File: config.mk
export PLATFORM = sky130hd
export DESIGN_NAME = maindec_mc
export DESIGN_NICKNAME = d
export VERILOG_FILES = /design/src/rtl/mips_ctrl_pkg.sv /design/src/rtl/maindec_ctrl_rom.sv /design/src/rtl/maindec_mc.sv
export SDC_FILE = /design/constraint.sdc
export NUM_CORES = 1
export LEC_CHECK = 0
export CAP_MARGIN = 15
export CORE_MARGIN = 2
export CORE_UTILIZATION = 39
export CTS_CLUSTER_SIZE = 20
export DETAILED_ROUTE_END_ITERATION = 6
export PLACE_DENSITY = 0.8
export SLEW_MARGIN = 10
export SYNTH_ARGS = -nofsm -noshare
export SYNTH_HDL_FRONTEND = slang
export SYNTH_SLANG_ARGS = --single-unit
File: constraint.sdc
create_clock -name clk -period 2.3 [get_ports clk]
set_input_delay 0.46 -clock clk [delete_from_list [all_inputs] [get_ports clk]]
set_output_delay 0.46 -clock clk [all_outputs]
set_load 0.01 [all_outputs]
File: src/rtl/mips_ctrl_pkg.sv
// ============================================================================
// Module   : mips_ctrl_pkg
// Purpose  : Shared types and encodings for the multi-cycle MIPS controller.
// Revision : 1.0 - initial release
// ============================================================================
`default_nettype none

package mips_ctrl_pkg;

  typedef enum logic [4:0] {
    S_FETCH   = 5'd0,
    S_DECODE  = 5'd1,
    S_MEMADR  = 5'd2,
    S_MEMRD   = 5'd3,
    S_MEMWB   = 5'd4,
    S_MEMWR   = 5'd5,
    S_RTYPEEX = 5'd6,
    S_RTYPEWB = 5'd7,
    S_BEQEX   = 5'd8,
    S_BNEEX   = 5'd9,
    S_ADDIEX  = 5'd10,
    S_ANDIEX  = 5'd11,
    S_ORIEX   = 5'd12,
    S_IWB     = 5'd13,
    S_JEX     = 5'd14,
    S_JALEX   = 5'd15
  } state_t;

  localparam logic [5:0] c_op_lw    = 6'b100011;
  localparam logic [5:0] c_op_sw    = 6'b101011;
  localparam logic [5:0] c_op_rtype = 6'b000000;
  localparam logic [5:0] c_op_beq   = 6'b000100;
  localparam logic [5:0] c_op_bne   = 6'b000101;
  localparam logic [5:0] c_op_addi  = 6'b001000;
  localparam logic [5:0] c_op_andi  = 6'b001100;
  localparam logic [5:0] c_op_ori   = 6'b001101;
  localparam logic [5:0] c_op_j     = 6'b000010;
  localparam logic [5:0] c_op_jal   = 6'b000011;

  localparam logic [2:0] c_alu_add   = 3'b000;
  localparam logic [2:0] c_alu_sub   = 3'b001;
  localparam logic [2:0] c_alu_funct = 3'b010;
  localparam logic [2:0] c_alu_and   = 3'b011;
  localparam logic [2:0] c_alu_or    = 3'b100;

  localparam logic [1:0] c_srcb_reg   = 2'b00;
  localparam logic [1:0] c_srcb_four  = 2'b01;
  localparam logic [1:0] c_srcb_imm   = 2'b10;
  localparam logic [1:0] c_srcb_immsh = 2'b11;

  localparam logic [1:0] c_pc_alu    = 2'b00;
  localparam logic [1:0] c_pc_branch = 2'b01;
  localparam logic [1:0] c_pc_jump   = 2'b10;

  localparam logic [1:0] c_rd_rt  = 2'b00;
  localparam logic [1:0] c_rd_rd  = 2'b01;
  localparam logic [1:0] c_rd_r31 = 2'b10;

  localparam logic [1:0] c_m2r_alu = 2'b00;
  localparam logic [1:0] c_m2r_mem = 2'b01;
  localparam logic [1:0] c_m2r_pc  = 2'b10;

  typedef struct packed {
    logic       pcwrite;
    logic       memwrite;
    logic       irwrite;
    logic       regwrite;
    logic       branch;
    logic       bne;
    logic       alusrca;
    logic       iord;
    logic       extop;
    logic [1:0] alusrcb;
    logic [1:0] pcsrc;
    logic [1:0] regdst;
    logic [1:0] memtoreg;
    logic [2:0] aluop;
  } ctrl_t;

  // The extended opcodes are only legal when the build enables them.
  function automatic logic op_supported(input logic [5:0] op, input logic ext);
    case (op)
      c_op_lw, c_op_sw, c_op_rtype, c_op_beq, c_op_addi, c_op_j:
        op_supported = 1'b1;
      c_op_bne, c_op_andi, c_op_ori, c_op_jal:
        op_supported = ext;
      default:
        op_supported = 1'b0;
    endcase
  endfunction

endpackage

`default_nettype wire

File: src/rtl/maindec_ctrl_rom.sv
// ============================================================================
// Module   : maindec_ctrl_rom
// Purpose  : Combinational state-to-control-word map for the main decoder.
// Revision : 1.0 - initial release
// ============================================================================
`default_nettype none

module maindec_ctrl_rom
  import mips_ctrl_pkg::*;
(
  input  state_t state,
  output ctrl_t  ctrl
);

  always_comb begin
    ctrl = '0;
    case (state)
      S_FETCH: begin
        // Write enables are qualified by memready in the top level.
        ctrl.alusrcb = c_srcb_four;
        ctrl.aluop   = c_alu_add;
        ctrl.irwrite = 1'b1;
        ctrl.pcwrite = 1'b1;
      end
      S_DECODE: begin
        ctrl.alusrcb = c_srcb_immsh;
        ctrl.aluop   = c_alu_add;
      end
      S_MEMADR, S_ADDIEX: begin
        ctrl.alusrca = 1'b1;
        ctrl.alusrcb = c_srcb_imm;
        ctrl.aluop   = c_alu_add;
      end
      S_MEMRD: begin
        ctrl.iord = 1'b1;
      end
      S_MEMWB: begin
        ctrl.regwrite = 1'b1;
        ctrl.memtoreg = c_m2r_mem;
        ctrl.regdst   = c_rd_rt;
      end
      S_MEMWR: begin
        ctrl.iord     = 1'b1;
        ctrl.memwrite = 1'b1;
      end
      S_RTYPEEX: begin
        ctrl.alusrca = 1'b1;
        ctrl.alusrcb = c_srcb_reg;
        ctrl.aluop   = c_alu_funct;
      end
      S_RTYPEWB: begin
        ctrl.regwrite = 1'b1;
        ctrl.regdst   = c_rd_rd;
      end
      S_BEQEX: begin
        ctrl.alusrca = 1'b1;
        ctrl.aluop   = c_alu_sub;
        ctrl.pcsrc   = c_pc_branch;
        ctrl.branch  = 1'b1;
      end
      S_BNEEX: begin
        ctrl.alusrca = 1'b1;
        ctrl.aluop   = c_alu_sub;
        ctrl.pcsrc   = c_pc_branch;
        ctrl.bne     = 1'b1;
      end
      S_ANDIEX: begin
        ctrl.alusrca = 1'b1;
        ctrl.alusrcb = c_srcb_imm;
        ctrl.extop   = 1'b1;
        ctrl.aluop   = c_alu_and;
      end
      S_ORIEX: begin
        ctrl.alusrca = 1'b1;
        ctrl.alusrcb = c_srcb_imm;
        ctrl.extop   = 1'b1;
        ctrl.aluop   = c_alu_or;
      end
      S_IWB: begin
        ctrl.regwrite = 1'b1;
      end
      S_JEX: begin
        ctrl.pcwrite = 1'b1;
        ctrl.pcsrc   = c_pc_jump;
      end
      S_JALEX: begin
        // PC already holds PC+4 here, so the link value is valid this cycle.
        ctrl.pcwrite  = 1'b1;
        ctrl.pcsrc    = c_pc_jump;
        ctrl.regwrite = 1'b1;
        ctrl.regdst   = c_rd_r31;
        ctrl.memtoreg = c_m2r_pc;
      end
      default: ctrl = '0;
    endcase
  end

endmodule

`default_nettype wire

File: src/rtl/maindec_mc.sv
// ============================================================================
// Module   : maindec_mc
// Purpose  : Multi-cycle MIPS main decoder FSM with memory wait handshake.
// Revision : 1.0 - initial release
// ============================================================================
`default_nettype none

module maindec_mc
  import mips_ctrl_pkg::*;
#(
  parameter int MEM_WAIT = 0,
  parameter int EXT_OPS  = 1
) (
  input  logic       clk,
  input  logic       reset,
  input  logic [5:0] op,
  input  logic       memready,
  output logic       pcwrite,
  output logic       memwrite,
  output logic       irwrite,
  output logic       regwrite,
  output logic       branch,
  output logic       bne,
  output logic       alusrca,
  output logic       iord,
  output logic       extop,
  output logic [1:0] alusrcb,
  output logic [1:0] pcsrc,
  output logic [1:0] regdst,
  output logic [1:0] memtoreg,
  output logic [2:0] aluop,
  output logic       illegal,
  output logic [4:0] state_o
);

  state_t r_state;
  state_t w_next;
  ctrl_t  w_rom;
  logic   w_memready;
  logic   w_ext;
  logic   w_legal;
  logic   w_fetch_ok;

  assign w_memready = (MEM_WAIT != 0) ? memready : 1'b1;
  assign w_ext      = (EXT_OPS != 0);
  assign w_legal    = op_supported(op, w_ext);

  always_ff @(posedge clk) begin
    if (reset) r_state <= S_FETCH;
    else       r_state <= w_next;
  end

  always_comb begin
    w_next = r_state;
    case (r_state)
      S_FETCH: if (w_memready) w_next = S_DECODE;
      S_DECODE: begin
        w_next = S_FETCH;
        if (w_legal) begin
          case (op)
            c_op_lw, c_op_sw: w_next = S_MEMADR;
            c_op_rtype:       w_next = S_RTYPEEX;
            c_op_beq:         w_next = S_BEQEX;
            c_op_bne:         w_next = S_BNEEX;
            c_op_addi:        w_next = S_ADDIEX;
            c_op_andi:        w_next = S_ANDIEX;
            c_op_ori:         w_next = S_ORIEX;
            c_op_j:           w_next = S_JEX;
            c_op_jal:         w_next = S_JALEX;
            default:          w_next = S_FETCH;
          endcase
        end
      end
      S_MEMADR: begin
        if (op == c_op_lw)      w_next = S_MEMRD;
        else if (op == c_op_sw) w_next = S_MEMWR;
        else                    w_next = S_FETCH;
      end
      S_MEMRD:   if (w_memready) w_next = S_MEMWB;
      S_MEMWR:   if (w_memready) w_next = S_FETCH;
      S_RTYPEEX: w_next = S_RTYPEWB;
      S_ADDIEX, S_ANDIEX, S_ORIEX: w_next = S_IWB;
      default:   w_next = S_FETCH;
    endcase
  end

  maindec_ctrl_rom u_rom (
    .state (r_state),
    .ctrl  (w_rom)
  );

  // Fetch writes wait for the instruction word; reset kills every write.
  assign w_fetch_ok = (r_state != S_FETCH) || w_memready;

  assign pcwrite  = !reset && w_rom.pcwrite && w_fetch_ok;
  assign irwrite  = !reset && w_rom.irwrite && w_fetch_ok;
  assign memwrite = !reset && w_rom.memwrite;
  assign regwrite = !reset && w_rom.regwrite;
  assign branch   = !reset && w_rom.branch;
  assign bne      = !reset && w_rom.bne;

  assign alusrca  = w_rom.alusrca;
  assign iord     = w_rom.iord;
  assign extop    = w_rom.extop;
  assign alusrcb  = w_rom.alusrcb;
  assign pcsrc    = w_rom.pcsrc;
  assign regdst   = w_rom.regdst;
  assign memtoreg = w_rom.memtoreg;
  assign aluop    = w_rom.aluop;

  assign illegal  = (r_state == S_DECODE) && !w_legal;
  assign state_o  = r_state;

endmodule

`default_nettype wire

==> reports/qor.csv <==
stage;metric;value;unit
outcome;failing checks;negative setup slack;
setup_path;Critical R2R Capture;state_o[1];
global_routing;met1 usage;24.9;%
logic_synthesis;synthesized net count;117;
setup_path;CP arrival;1.85;ns
power;pwr/cell area;238;mW/mm²
logic_synthesis;Synth top area share;11.9;%
logic_synthesis;yosys warns;0;
finish;final core utilization;69.8;%
logic_synthesis;flops & latches, synth;4;
timing;final period utilization;100;%
setup_path;CP delay by family, top;buffers and inverters;
setup_path;Crit Path Max Fanout;2;
floorplanning;DIE WIDTH;45.6;µm
outcome;status;complete, but fails checks;
setup_path;CP max-delay cell;clkdlybuf4s50_1;
logic_synthesis;Cell variety after synth;40;
setup_path;total buffers and inverters traversed by the critical path;2;
clocking;Longest Clk Path Bufs;2;
setup_path;peak per-stage delay on the critical path;0.48;ns
finish;antenna cells;0;
logic_synthesis;ranking of synthesized cells by area;dfxtp_1 (12%), nor2_1 (10%), a21oi_1 (5.9%), nor3_1 (5.2%), clkbuf_1 (5.0%);
logic_synthesis;register area share after synthesis;11.9;%
detailed_routing;DR iter-0 viols;6;
finish;layout net count;160;
global_routing;first-pass GRT wire length;3230;µm
floorplanning;row count;15;
power;Tot Pwr;0.277;mW
global_routing;initial antenna violation count;0;
global_routing;global route overflow;0;
clocking;Clock H-tree levels;1;
global_routing;overall fraction of global-route tracks in use;21.0;%
clocking;CTS clk-pin slew, worst paths;0.04;ns
floorplanning;total I/O pin count;35;
clocking;Clock Sinks;4;
timing;RSZ-0062 raised after global routing;true;
placement;Post-DP HPWL;1620;µm
placement;PortBufs;32;
setup_path;Worst EP required;1.84;ns
logic_synthesis;average cell area after synthesis;6.24;µm²
timing;Slew Limit Fails;0;
timing;achievable frequency;0.434;GHz
global_routing;vias in the first global route;765;
setup_path;Worst setup EP type;primary output;
global_routing;largest net degree at the start of global routing;17;
logic_synthesis;Mapped Cells;108;
logic_synthesis;largest area contributor in the netlist;dfxtp_1;
setup_path;crit path cell chain;clkdlybuf4s50_1, nor2b_1, or3_4, a21oi_4, nor2_1, dlygate4sd2_1;
job;Max Cap Viol;0;
detailed_routing;Detail Route Antenna Nets;0;
placement;RePlAce Congestion;0.876;
detailed_routing;DRT Pass-1 Iters;4;
detailed_routing;Detailed Route WL;2040;µm
setup_path;Worst R2R Start;state_o[0];
worst_hold_path;hold path endpoint;state_o[1];
power;Worst IR Drop VDD;224;µV
global_routing;busiest grt layer;met2;
worst_hold_path;hold path depth;2;
logic_synthesis;Syn Std Cell Area;674;µm²
timing;Hold Vio Cnt, Final;0;
floorplanning;Die H;45.6;µm
timing;Final WS setup;-0.00610;ns
detailed_routing;# DRC;0;
detailed_routing;DR vias/cell;5.45;
clocking;Hold-fix buffers, CTS;0;
clocking;CTS tree;yes;
setup_path;CP Depth;6;
finish;layout cells sized above 1;22.1;%
floorplanning;die area;0.00208;mm²
setup_path;Setup CP Type;in2out;
timing;min cycle time layout;2.31;ns
worst_hold_path;hold crit path type;reg2reg;
global_routing;M2 GR Usage;38.9;%
detailed_routing;WL/cell;12.3;µm
clocking;CTS root buf;clkbuf_4;
setup_path;worst reg2reg path depth;5;
setup_path;reg-to-reg setup timing slack;0.47;ns
power;Lkg Pwr;0.474;nW
timing;Final Skew;0.000246;ns
floorplanning;core box area;0.00167;mm²
clocking;worst skew pair latency;0.23;ns
finish;fill cell count;142;
detailed_routing;Vias;904;
worst_hold_path;Hold Startpoint;state_o[1];
clocking;CTS Buf Count;3;
setup_path;CP startpoint kind;input port;
global_routing;grt met3 use;2.78;%
finish;Largest register FFs;4;
finish;P&R area growth vs syn;72.9;%
timing;# setup viols final;1;
floorplanning;Initial Util;40.4;%
metrics by stage:
step	area (µm²)	hold WS (ns)	setup TNS, ns	setup slack [ns]	cells
after floorplan	674	0.650	0	0.360	108
after global placement	1080	0.629	-0.391	-0.203	161
after detailed placement	1080	0.646	-0.632	-0.287	161
after CTS	1120	0.583	-0.0307	-0.0307	165
after global routing	1170	0.614	-0.111	-0.0610	166
final	1170	0.580	-0.00610	-0.00610	166
timing repair:
action | 4_1_cts | 5_1_grt
pin swaps | 1 | 2
gates resized for setup | 8 | 12
setup buffers | 1 | 1
endpoints found under the setup margin | 7 | 9
tightest hold or removal path, cell delays in order, from the launching register on:
cell and delay, ns:
dfxtp_4 0.37, o211ai_1 0.11, a21oi_2 0.06
synthesized netlist by cell type:
cell and count:
a211o_1 1, a211oi_1 1, a21boi_0 1, a21oi_1 8, a21oi_2 1, a22oi_1 1
a311oi_1 1, a31oi_1 3, and2_1 3, and3_1 1, and3b_1 1, buf_1 1
buf_4 1, buf_6 1, clkbuf_1 9, conb_1 1, dfxtp_1 4, inv_1 2
inv_4 1, mux2_2 1, mux2i_1 1, nand2_1 5, nand2b_1 3, nand3_1 2
nand4b_1 2, nor2_1 18, nor2b_1 5, nor3_1 7, nor3b_1 1, nor4_1 1
nor4b_1 1, o211ai_1 1, o21a_1 3, o21ai_0 4, o22ai_1 1, o31a_1 1
o31ai_1 2, or3_1 3, or4_4 1, xnor2_1 3
how the worst max path moves through the flow:
stage | from | endpoint | slack [ns]
global placement | op[0] | illegal | -0.20
detailed placement | op[0] | illegal | -0.29
global route | op[2] | illegal | -0.06
CTS | op[0] | illegal | -0.03
floorplan | state_o[1] | regwrite | 0.36
finish | op[2] | illegal | -0.006
power breakdown:
part	internal (mW)	switching, mW
Clock	0.0582	0.0270
Combinational	0.0654	0.0549
Sequential	0.0695	0.00227
Total	0.193	0.0841
metal layers:
| layer | routed length [µm] | share of wire (%) | vias to the layer above |
|---|---|---|---|
| met5 | 0 | 0 | - |
| met4 | 10 | 0.49 | 0 |
| met3 | 105 | 5.2 | 2 |
| met2 | 1110 | 54 | 29 |
| met1 | 814 | 40 | 407 |
| li1 | - | - | 466 |
cell type report:
| type | count | area [µm²] | area share (%) |
|---|---|---|---|
| Sequential cell | 4 | 88.8 | 7.62 |
| Timing Repair Buffer | 50 | 465 | 39.9 |
| Tap cell | 17 | 21.3 | 1.82 |
| Inverter | 3 | 13.8 | 1.18 |
| Multi-Input combinational cell | 89 | 554 | 47.5 |
| Clock buffer | 3 | 22.5 | 1.93 |
cells by family (layout without fill, tap and decap cells):
kind of cell | after synthesis | in the layout | share of synthesized area [%]
DFF | 4 | 4 | 11.9
and+or+nand+nor | 54 | 54 | 42.3
other | 1 | 1 | 0.556
muxes | 2 | 2 | 3.15
buffers and inverters | 15 | 56 | 10.4
AOI/OAI and AO/OA | 29 | 29 | 27.8
xor gates and xnor gates | 3 | 3 | 3.90
layout by cell type (no fill, tap or decap), drive strengths merged, types with 2 or more instances in the layout:
| cell type | n |
|---|---|
| inv | 3 |
| o21ai | 4 |
| nand2 | 5 |
| nand4b | 2 |
| nor2b | 5 |
| or3 | 3 |
| and2 | 3 |
| nand3 | 2 |
| o31ai | 2 |
| dfxtp | 4 |
| a21oi | 9 |
| o21a | 3 |
| nor3 | 7 |
| xnor2 | 3 |
| clkdlybuf4s50 | 25 |
| dlymetal6s2s | 3 |
| dlygate4sd2 | 4 |
| nand2b | 3 |
| clkbuf | 3 |
| buf | 18 |
| nor2 | 18 |
| a31oi | 3 |
No activity file was read; power rests on OpenSTA's default activity.
